==> src/rtl/countdown_ctrl_if.sv <==
// Button inputs and display-side outputs of the countdown control stage.
// The master side drives the raw buttons; the slave side is the controller.
interface countdown_ctrl_if;
  logic       btn_start_pause;
  logic       btn_clear;
  logic [3:0] digit;
  logic       running;
  logic       tick;
  logic       expired;

  modport master (
    output btn_start_pause, btn_clear,
    input  digit, running, tick, expired
  );

  modport slave (
    input  btn_start_pause, btn_clear,
    output digit, running, tick, expired
  );
endinterface

==> src/rtl/countdown_ctrl.sv <==
// Countdown control: debounced start/pause and clear buttons, prescaled step tick,
// and a run state machine producing the hex digit for the display decoder.
module countdown_ctrl #(
  parameter int unsigned TICK_CYCLES     = 100_000_000,
  parameter int unsigned DEBOUNCE_CYCLES = 1_000_000,
  parameter logic [3:0]  START_VALUE     = 4'hF,
  parameter bit          AUTO_RELOAD     = 1'b1
) (
  input  logic             clk,
  input  logic             rst_n,
  countdown_ctrl_if.slave  bus
);

  localparam int unsigned PW = (TICK_CYCLES > 2) ? $clog2(TICK_CYCLES) : 1;
  localparam int unsigned DW = (DEBOUNCE_CYCLES > 2) ? $clog2(DEBOUNCE_CYCLES) : 1;
  localparam int unsigned NB = 2;  // index 0 = start/pause, 1 = clear

  typedef enum logic [1:0] {
    ST_IDLE  = 2'd0,
    ST_RUN   = 2'd1,
    ST_PAUSE = 2'd2,
    ST_DONE  = 2'd3
  } state_t;

  logic [NB-1:0] raw;
  logic [NB-1:0] sync1, sync2, level, level_d;
  logic [DW-1:0] db_cnt [NB];
  logic          press_start, press_clear;

  state_t        state_q, state_d;
  logic [3:0]    digit_q, digit_d;
  logic [PW-1:0] pre_q, pre_d;
  logic          tick_q, tick_d;
  logic          expired_q, expired_d;
  logic          running_q, running_d;

  assign raw = {bus.btn_clear, bus.btn_start_pause};

  // Two-flop synchronizer plus stable-count debounce for each button.
  always_ff @(posedge clk or negedge rst_n) begin
    if (!rst_n) begin
      sync1   <= '0;
      sync2   <= '0;
      level   <= '0;
      level_d <= '0;
      for (int i = 0; i < int'(NB); i++) db_cnt[i] <= '0;
    end else begin
      sync1   <= raw;
      sync2   <= sync1;
      level_d <= level;
      for (int i = 0; i < int'(NB); i++) begin
        if (sync2[i] != level[i]) begin
          if (db_cnt[i] == DW'(DEBOUNCE_CYCLES - 1)) begin
            level[i]  <= sync2[i];
            db_cnt[i] <= '0;
          end else begin
            db_cnt[i] <= db_cnt[i] + DW'(1);
          end
        end else begin
          db_cnt[i] <= '0;
        end
      end
    end
  end

  // Press events fire only on debounced rising edges.
  assign press_start = level[0] & ~level_d[0];
  assign press_clear = level[1] & ~level_d[1];

  always_ff @(posedge clk or negedge rst_n) begin
    if (!rst_n) begin
      state_q   <= ST_IDLE;
      digit_q   <= START_VALUE;
      pre_q     <= '0;
      tick_q    <= 1'b0;
      expired_q <= 1'b0;
      running_q <= 1'b0;
    end else begin
      state_q   <= state_d;
      digit_q   <= digit_d;
      pre_q     <= pre_d;
      tick_q    <= tick_d;
      expired_q <= expired_d;
      running_q <= running_d;
    end
  end

  // A start press in RUN still lets a coincident tick take effect before pausing.
  always_comb begin
    state_d   = state_q;
    digit_d   = digit_q;
    pre_d     = pre_q;
    tick_d    = 1'b0;
    expired_d = 1'b0;
    if (press_clear) begin
      state_d = ST_IDLE;
      digit_d = START_VALUE;
      pre_d   = '0;
    end else begin
      case (state_q)
        ST_IDLE: begin
          pre_d = '0;
          if (press_start) state_d = ST_RUN;
        end
        ST_RUN: begin
          if (pre_q == PW'(TICK_CYCLES - 1)) begin
            pre_d  = '0;
            tick_d = 1'b1;
            if (digit_q != 4'd0) begin
              digit_d = digit_q - 4'd1;
            end else begin
              expired_d = 1'b1;
              if (AUTO_RELOAD) digit_d = START_VALUE;
              else             state_d = ST_DONE;
            end
          end else begin
            pre_d = pre_q + PW'(1);
          end
          if (press_start) state_d = ST_PAUSE;
        end
        ST_PAUSE: begin
          if (press_start) state_d = ST_RUN;
        end
        ST_DONE: begin
          pre_d = '0;
          if (press_start) begin
            digit_d = START_VALUE;
            state_d = ST_RUN;
          end
        end
        default: state_d = ST_IDLE;
      endcase
    end
    running_d = (state_d == ST_RUN);
  end

  assign bus.digit   = digit_q;
  assign bus.running = running_q;
  assign bus.tick    = tick_q;
  assign bus.expired = expired_q;

endmodule

==> src/flat_wrapper.sv <==
// flat-port wrapper written by rule: the top's interface ports become plain ports
module countdown_ctrl_flat 
#(
  parameter int unsigned TICK_CYCLES     = 100_000_000,
  parameter int unsigned DEBOUNCE_CYCLES = 1_000_000,
  parameter logic [3:0]  START_VALUE     = 4'hF,
  parameter bit          AUTO_RELOAD     = 1'b1
)
  (clk, rst_n, bus_btn_start_pause, bus_btn_clear, bus_digit, bus_running, bus_tick, bus_expired);
  countdown_ctrl_if bus_i ();
  input  logic clk;
  input  logic rst_n;
  input wire logic [$bits(bus_i.btn_start_pause)-1:0] bus_btn_start_pause;
  input wire logic [$bits(bus_i.btn_clear)-1:0] bus_btn_clear;
  output wire logic [$bits(bus_i.digit)-1:0] bus_digit;
  output wire logic [$bits(bus_i.running)-1:0] bus_running;
  output wire logic [$bits(bus_i.tick)-1:0] bus_tick;
  output wire logic [$bits(bus_i.expired)-1:0] bus_expired;
  assign bus_i.btn_start_pause = bus_btn_start_pause;
  assign bus_i.btn_clear = bus_btn_clear;
  assign bus_digit = bus_i.digit;
  assign bus_running = bus_i.running;
  assign bus_tick = bus_i.tick;
  assign bus_expired = bus_i.expired;
  countdown_ctrl #(.TICK_CYCLES(TICK_CYCLES), .DEBOUNCE_CYCLES(DEBOUNCE_CYCLES), .START_VALUE(START_VALUE), .AUTO_RELOAD(AUTO_RELOAD)) u_core (.clk(clk), .rst_n(rst_n), .bus(bus_i));
endmodule
==> config.mk <==
export PLATFORM = sky130hd
export DESIGN_NAME = countdown_ctrl_flat
export DESIGN_NICKNAME = d
export VERILOG_FILES = /design/src/rtl/countdown_ctrl_if.sv /design/src/rtl/countdown_ctrl.sv /design/src/flat_wrapper.sv
export SDC_FILE = /design/constraint.sdc
export NUM_CORES = 1
export LEC_CHECK = 0
export BUFFER_PORTS_ARGS = -buffer_cell sky130_fd_sc_hd__buf_2
export CORE_ASPECT_RATIO = 1.75
export CORE_MARGIN = 4
export CORE_UTILIZATION = 62
export CTS_CLUSTER_DIAMETER = 100
export CTS_CLUSTER_SIZE = 40
export DETAILED_ROUTE_END_ITERATION = 10
export GPL_ROUTABILITY_DRIVEN = 0
export PLACE_DENSITY = 0.87
export SLEW_MARGIN = 20
export SYNTH_ARGS = -nofsm -noshare
export SYNTH_HDL_FRONTEND = slang
export SYNTH_SLANG_ARGS = --single-unit
==> constraint.sdc <==
create_clock -name clk -period 3.2 [get_ports clk]
set_clock_uncertainty 0.15 [all_clocks]
set_input_delay 0.8 -clock clk [delete_from_list [all_inputs] [get_ports clk]]
set_output_delay 0.8 -clock clk [all_outputs]
set_load 0.01 [all_outputs]
-- Yosys cells after proc, flatten, opt, wreduce, memory -nomap -nowiden
Index checks and enable logic that the tools add are counted.
- add/subtract/negate cells: 4
- $mul: 0
- divide/modulo/power cells: 0
- order comparisons: 0
- equality and inequality tests: 11
- shift operators: 0
- mux-type cells: 23
- bitwise operators: 4
- reductions and logical operators: 9
- operators with widths (cell ; count):
    2-to-1 mux 20 bit ; 4
    2-to-1 mux 27 bit ; 2
    one-hot mux 27 bit (2 select lines) ; 1
    adder 20 x 1 -> 20 bit, second input constant ; 2
    == test 20 bit, second input constant ; 2
    adder 27 x 1 -> 27 bit, second input constant ; 1
    == test 27 bit, second input constant ; 1
    2-to-1 mux 4 bit ; 4
    one-hot mux 4 bit (2 select lines) ; 1
    2-to-1 mux 1 bit ; 7
    2-to-1 mux 2 bit ; 3
    inequality test 3 x 1 -> 1 bit, second input constant ; 2
    nonzero test 3 bit ; 2
    == test 2 x 1 -> 1 bit, second input constant ; 2
    == test 2 bit, second input constant ; 2
    one-hot mux 2 bit (2 select lines) ; 1
    AND reduction 2 bit ; 2
    nonzero test 4 bit ; 1
    subtractor 4 x 1 -> 4 bit, second input constant ; 1
    AND reduction 3 bit ; 1
    OR reduction 3 bit ; 1
    bitwise AND 1 bit ; 2
    logical NOT 2 bit ; 1
    inequality test 1 bit ; 2
    other kinds (2) ; 3
- bits in registers: 84
- bits in latches: 0
- RAM bits: 0
- memory bits (read-only): 0
- input bits: 4
- memories kept: 0

-- Longest topological paths before layout
- depth in word-level cells: 6
- depth in mapped cells: 9
- mapped depth without buffers: 6

-- Least setup slack after synthesis
OpenSTA, ideal clock, no wires.
- kind: register to register
- start: reg u_core.pre_q[0]
- end: reg u_core.pre_q[22]
- arrival: 1.927 ns
- path slack: 0.984 ns
- stages on the path, launching flop included: 10
- path through: dfrtp_1 -> ha_1 -> nand4_2 -> or2_1 -> buf_6 -> or3_4 -> buf_6 -> buf_2 -> nand4b_1 -> o221ai_1
- word-level cells in the longest chain between the ends: 4
- elaborated cells between the ends (all ways): 5
- those cells by class: add/sub (1); eq/ne (1); mux (3)
- RTL lines (element ; line ; text):
    from (decl) ; countdown_ctrl.sv:32 ; logic [PW-1:0] pre_q, pre_d;
    from (signal assigned) ; countdown_ctrl.sv:81 ; pre_q <= pre_d;
    adder 27 x 1 -> 27 bit or == test 27 bit (tied branches) ; countdown_ctrl.sv:117, countdown_ctrl.sv:106 ;
    2-to-1 mux 27 bit (*) ; countdown_ctrl.sv:106 ; if (pre_q == PW'(TICK_CYCLES - 1)) begin
    one-hot mux 27 bit (2 select lines) (*) ; countdown_ctrl.sv:100 ; case (state_q)
    2-to-1 mux 27 bit (*) ; countdown_ctrl.sv:95 ; if (press_clear) begin
Mark *: on every way between the ends. The rest lies on a longest branch, timed or not.
A chain may end at the register's enable or synchronous reset.

-- Worst setup path after layout
- start: reg u_core.pre_q[0]
- end: reg u_core.pre_q[6]
Same word-level chain as after synthesis.

==> out/metrics.cfg <==
[outcome]
status=finished clean

[clocking]
hold_buffers=0
clkSinkCount=84
cts_setup_buffers=0
clkTransAtPathRegs_ns=0.06
clk_latency_ns=0.34
cts_made_buffers=9
cts-root-buf=clkbuf_16
cts_resized=0
htree_levels=3
clock_path_buffers=2
cts_tree=yes

[logic_synthesis]
synth.net_count=451
yosysSeqAreaShare_pct=49.40
netlist_area_mm2=0.004265
synth_compound_area_share_pct=5.691
yosysWarnings=0
synth_top_family_by_area=simple AND/OR/NAND/NOR gates
yosys_most_used_dff=dfrtp_1
synth_seq_cells=84
synth_mux_area_share_pct=0.7627
synthSimpleGateAreaFrac_pct=28.48
synth_edf_count=0
synth_xor_area_share_pct=10.68
synthCells=439
syn_avg_cell_area_um2=9.716
synthAdderAreaFrac_pct=2.347
synth.distinct_cells=49
async_flop_share_pct=100.0

[timing]
fin_tns_setup_ns=0
fin_crit_ns=2.422
rsz0062_at_grt=no
hold_viol=0
tightest_slew_ns=0.7401
fin_crit_sh_pct=75.69
slew_headroom_pct=50.28
fmax_mhz=412.9
slew_violations=0
setup_viol=0

[worst_hold_path]
hold_path.class=flop to flop
hold_end=u_core.sync2[0]
holdPathStages=0
holdCritStartpoint=u_core.sync1[0]

[setup_path]
cp.required_ns=3.24
start_kind=flop
worstReg2RegEnd=u_core.pre_q[6]
ff2ff_setup_slack_ns=0.78
arrival_ns=2.46
r2r-start=u_core.pre_q[0]
crit_type=flop to flop
cp_max_fo=15
rr_worst_depth=6
endpoint_kind=flop

[global_routing]
first_global_vias=3390
grt_pass1_wl_um=15610
antenna_found_initial=0
grt_use_total_pct=23.49
grt_max_degree=47
gr-total-overflow=0

[detailed_routing]
via_per_inst=6.271
antenna_left=0
drt-initial-drc-count=263
drt_wl_total_um=8955
post_drt_wl_per_cell_um=16.61
drcViolationCount=0
firstDrtPassIters=5
via_count=3380

[layout]
fill_cells=485
syn_to_final_growth_pct=8.888
insertedDiodeCount=0
drive_gt1_share_pct=10.28
nets=464
fin_cells=539
design_area_mm2=0.004644

[placed_design]
port_buffers=10
dp_hpwl_um=6050
dpl-instance-area_mm2=0.004383
dp_cells=523

[die]
die_y_um=117.7
rows=39
die_area_mm2=0.008323
num_io_pins=11
start_util_pct=64.27
core_area_mm2=0.006636
die_w_um=70.70

[run]
max-cap-violations=0

[power_and_ir_drop]
leakage_nw=1.941
cellPowerDensity_mw_per_mm2=438.5
ir_drop_mv=0.4668

-- where the power goes --
part	switching, mW	internal (mW)
clock	0.396	0.518
sequential	0.00734	1.07
combinational	0.0336	0.0109
total	0.437	1.60
-- kinds of logic after synthesis --
logic type,Yosys count
XOR/XNOR,52
multiplexers,3
buffers and inverters,24
flip-flops,84
adder cells (fa/ha/maj),8
AO/OA/AOI/OAI,34
AND/OR/NAND/NOR,234
-- cells in the mapped netlist (all sizes together), types with 2 or more instances --
cell | number | share of area [%]
or2 | 4 | 0.59
mux2 | 2 | 0.53
nor4b | 4 | 0.82
dfrtp | 80 | 47
nand4b | 2 | 0.41
nor3 | 16 | 2.0
o31ai | 3 | 0.65
nand4 | 17 | 2.6
inv | 12 | 1.1
nor2b | 3 | 0.44
or4b | 2 | 0.47
o21ai | 4 | 0.56
nand2b | 2 | 0.29
xnor2 | 25 | 5.1
ha | 8 | 2.3
a211oi | 3 | 0.53
a31oi | 15 | 2.2
and2 | 4 | 0.59
xor2 | 27 | 5.5
nand3b | 5 | 0.88
a41oi | 3 | 0.62
dfstp | 4 | 2.5
nand2 | 30 | 2.6
nor2 | 77 | 6.8
clkbuf | 4 | 0.35
buf | 8 | 1.2
nor4 | 6 | 1.0
and4 | 8 | 1.6
and3 | 12 | 1.9
nand3 | 38 | 4.5
-- worst max path at each step --
stage | start | to | slack, ns
after floorplan | u_core.pre_q[0] | u_core.pre_q[22] | 0.98
after global placement | u_core.pre_q[0] | u_core.pre_q[8] | 0.94
after detailed placement | u_core.pre_q[0] | u_core.pre_q[12] | 0.84
after CTS | u_core.pre_q[0] | u_core.pre_q[9] | 0.79
after global routing | u_core.pre_q[0] | u_core.pre_q[9] | 0.64
final | u_core.pre_q[0] | u_core.pre_q[6] | 0.78
-- layout make-up --
class	instances	area, um^2	area share (%)
well taps	82	102.6	2.209
clock buffers	10	229.0	4.930
multi-input cells	331	2046	44.05
inverters	12	45.04	0.9698
clock inverters	6	32.53	0.7004
repair buffers	14	82.58	1.778
flip-flops and latches	84	2107	45.37
-- flip-flops by register name (all words and copies together), names as in the netlist, 2 cells and up --
register	cells
u_core.db_cnt	40
u_core.pre_q	27
u_core.bus.digit	4
u_core.level	2
u_core.level_d	2
u_core.state_q	2
u_core.sync1	2
u_core.sync2	2
-- placed cells by master (no fill, tap or decap), types with 2 or more instances in the layout --
master	netlist	layout
a41oi_1	3	3
buf_4	0	5
dfrtp_1	80	80
and4_1	8	8
mux2_2	2	2
or2_2	3	3
nor4b_1	4	4
nor4_1	5	5
nor3_1	15	15
a31oi_1	15	15
nand4_1	16	16
inv_1	12	12
and2_1	4	4
or4b_2	2	2
nand2_1	30	30
xnor2_1	25	25
and3_1	11	11
o21ai_0	3	3
nand3b_1	5	5
clkinv_2	0	5
buf_2	6	9
xor2_1	27	27
dfstp_2	4	4
nand3_1	38	38
nand4b_1	2	2
clkbuf_16	0	9
o31ai_1	2	2
nor2_1	77	77
nor2b_1	3	3
a211oi_1	3	3
nand2b_1	2	2
ha_1	8	8
-- critical path, stage by stage (launching register included) --
cell and delay (ns):
dfrtp_1 0.41, ha_1 0.25, nand4_2 0.15, or2_1 0.33, o31a_1 0.35, o21ai_2 0.50, nor2_1 0.13
-- stage by stage --
step	utilization, %	setup slack [ns]	power (mW)	hold WS (ns)
after floorplan	-	0.9844	1.115	0.1812
after global placement	66.04	0.9427	1.141	0.1828
after detailed placement	66.04	0.8445	1.143	0.1847
after CTS	69.98	0.7915	2.056	0.1980
after global routing	69.98	0.6385	2.117	0.2193
final	69.98	0.7780	2.037	0.1970
-- routing by layer --
metal | track usage (%) | routed length [um] | vias to the layer above
li1 | - | - | 1574
met1 | 27.16 | 3361 | 1640
met2 | 38.43 | 4738 | 123
met3 | 5.983 | 381 | 43
met4 | 14.00 | 474 | 0
met5 | 0 | 0 | -
Power figures use the tool's default switching activity.
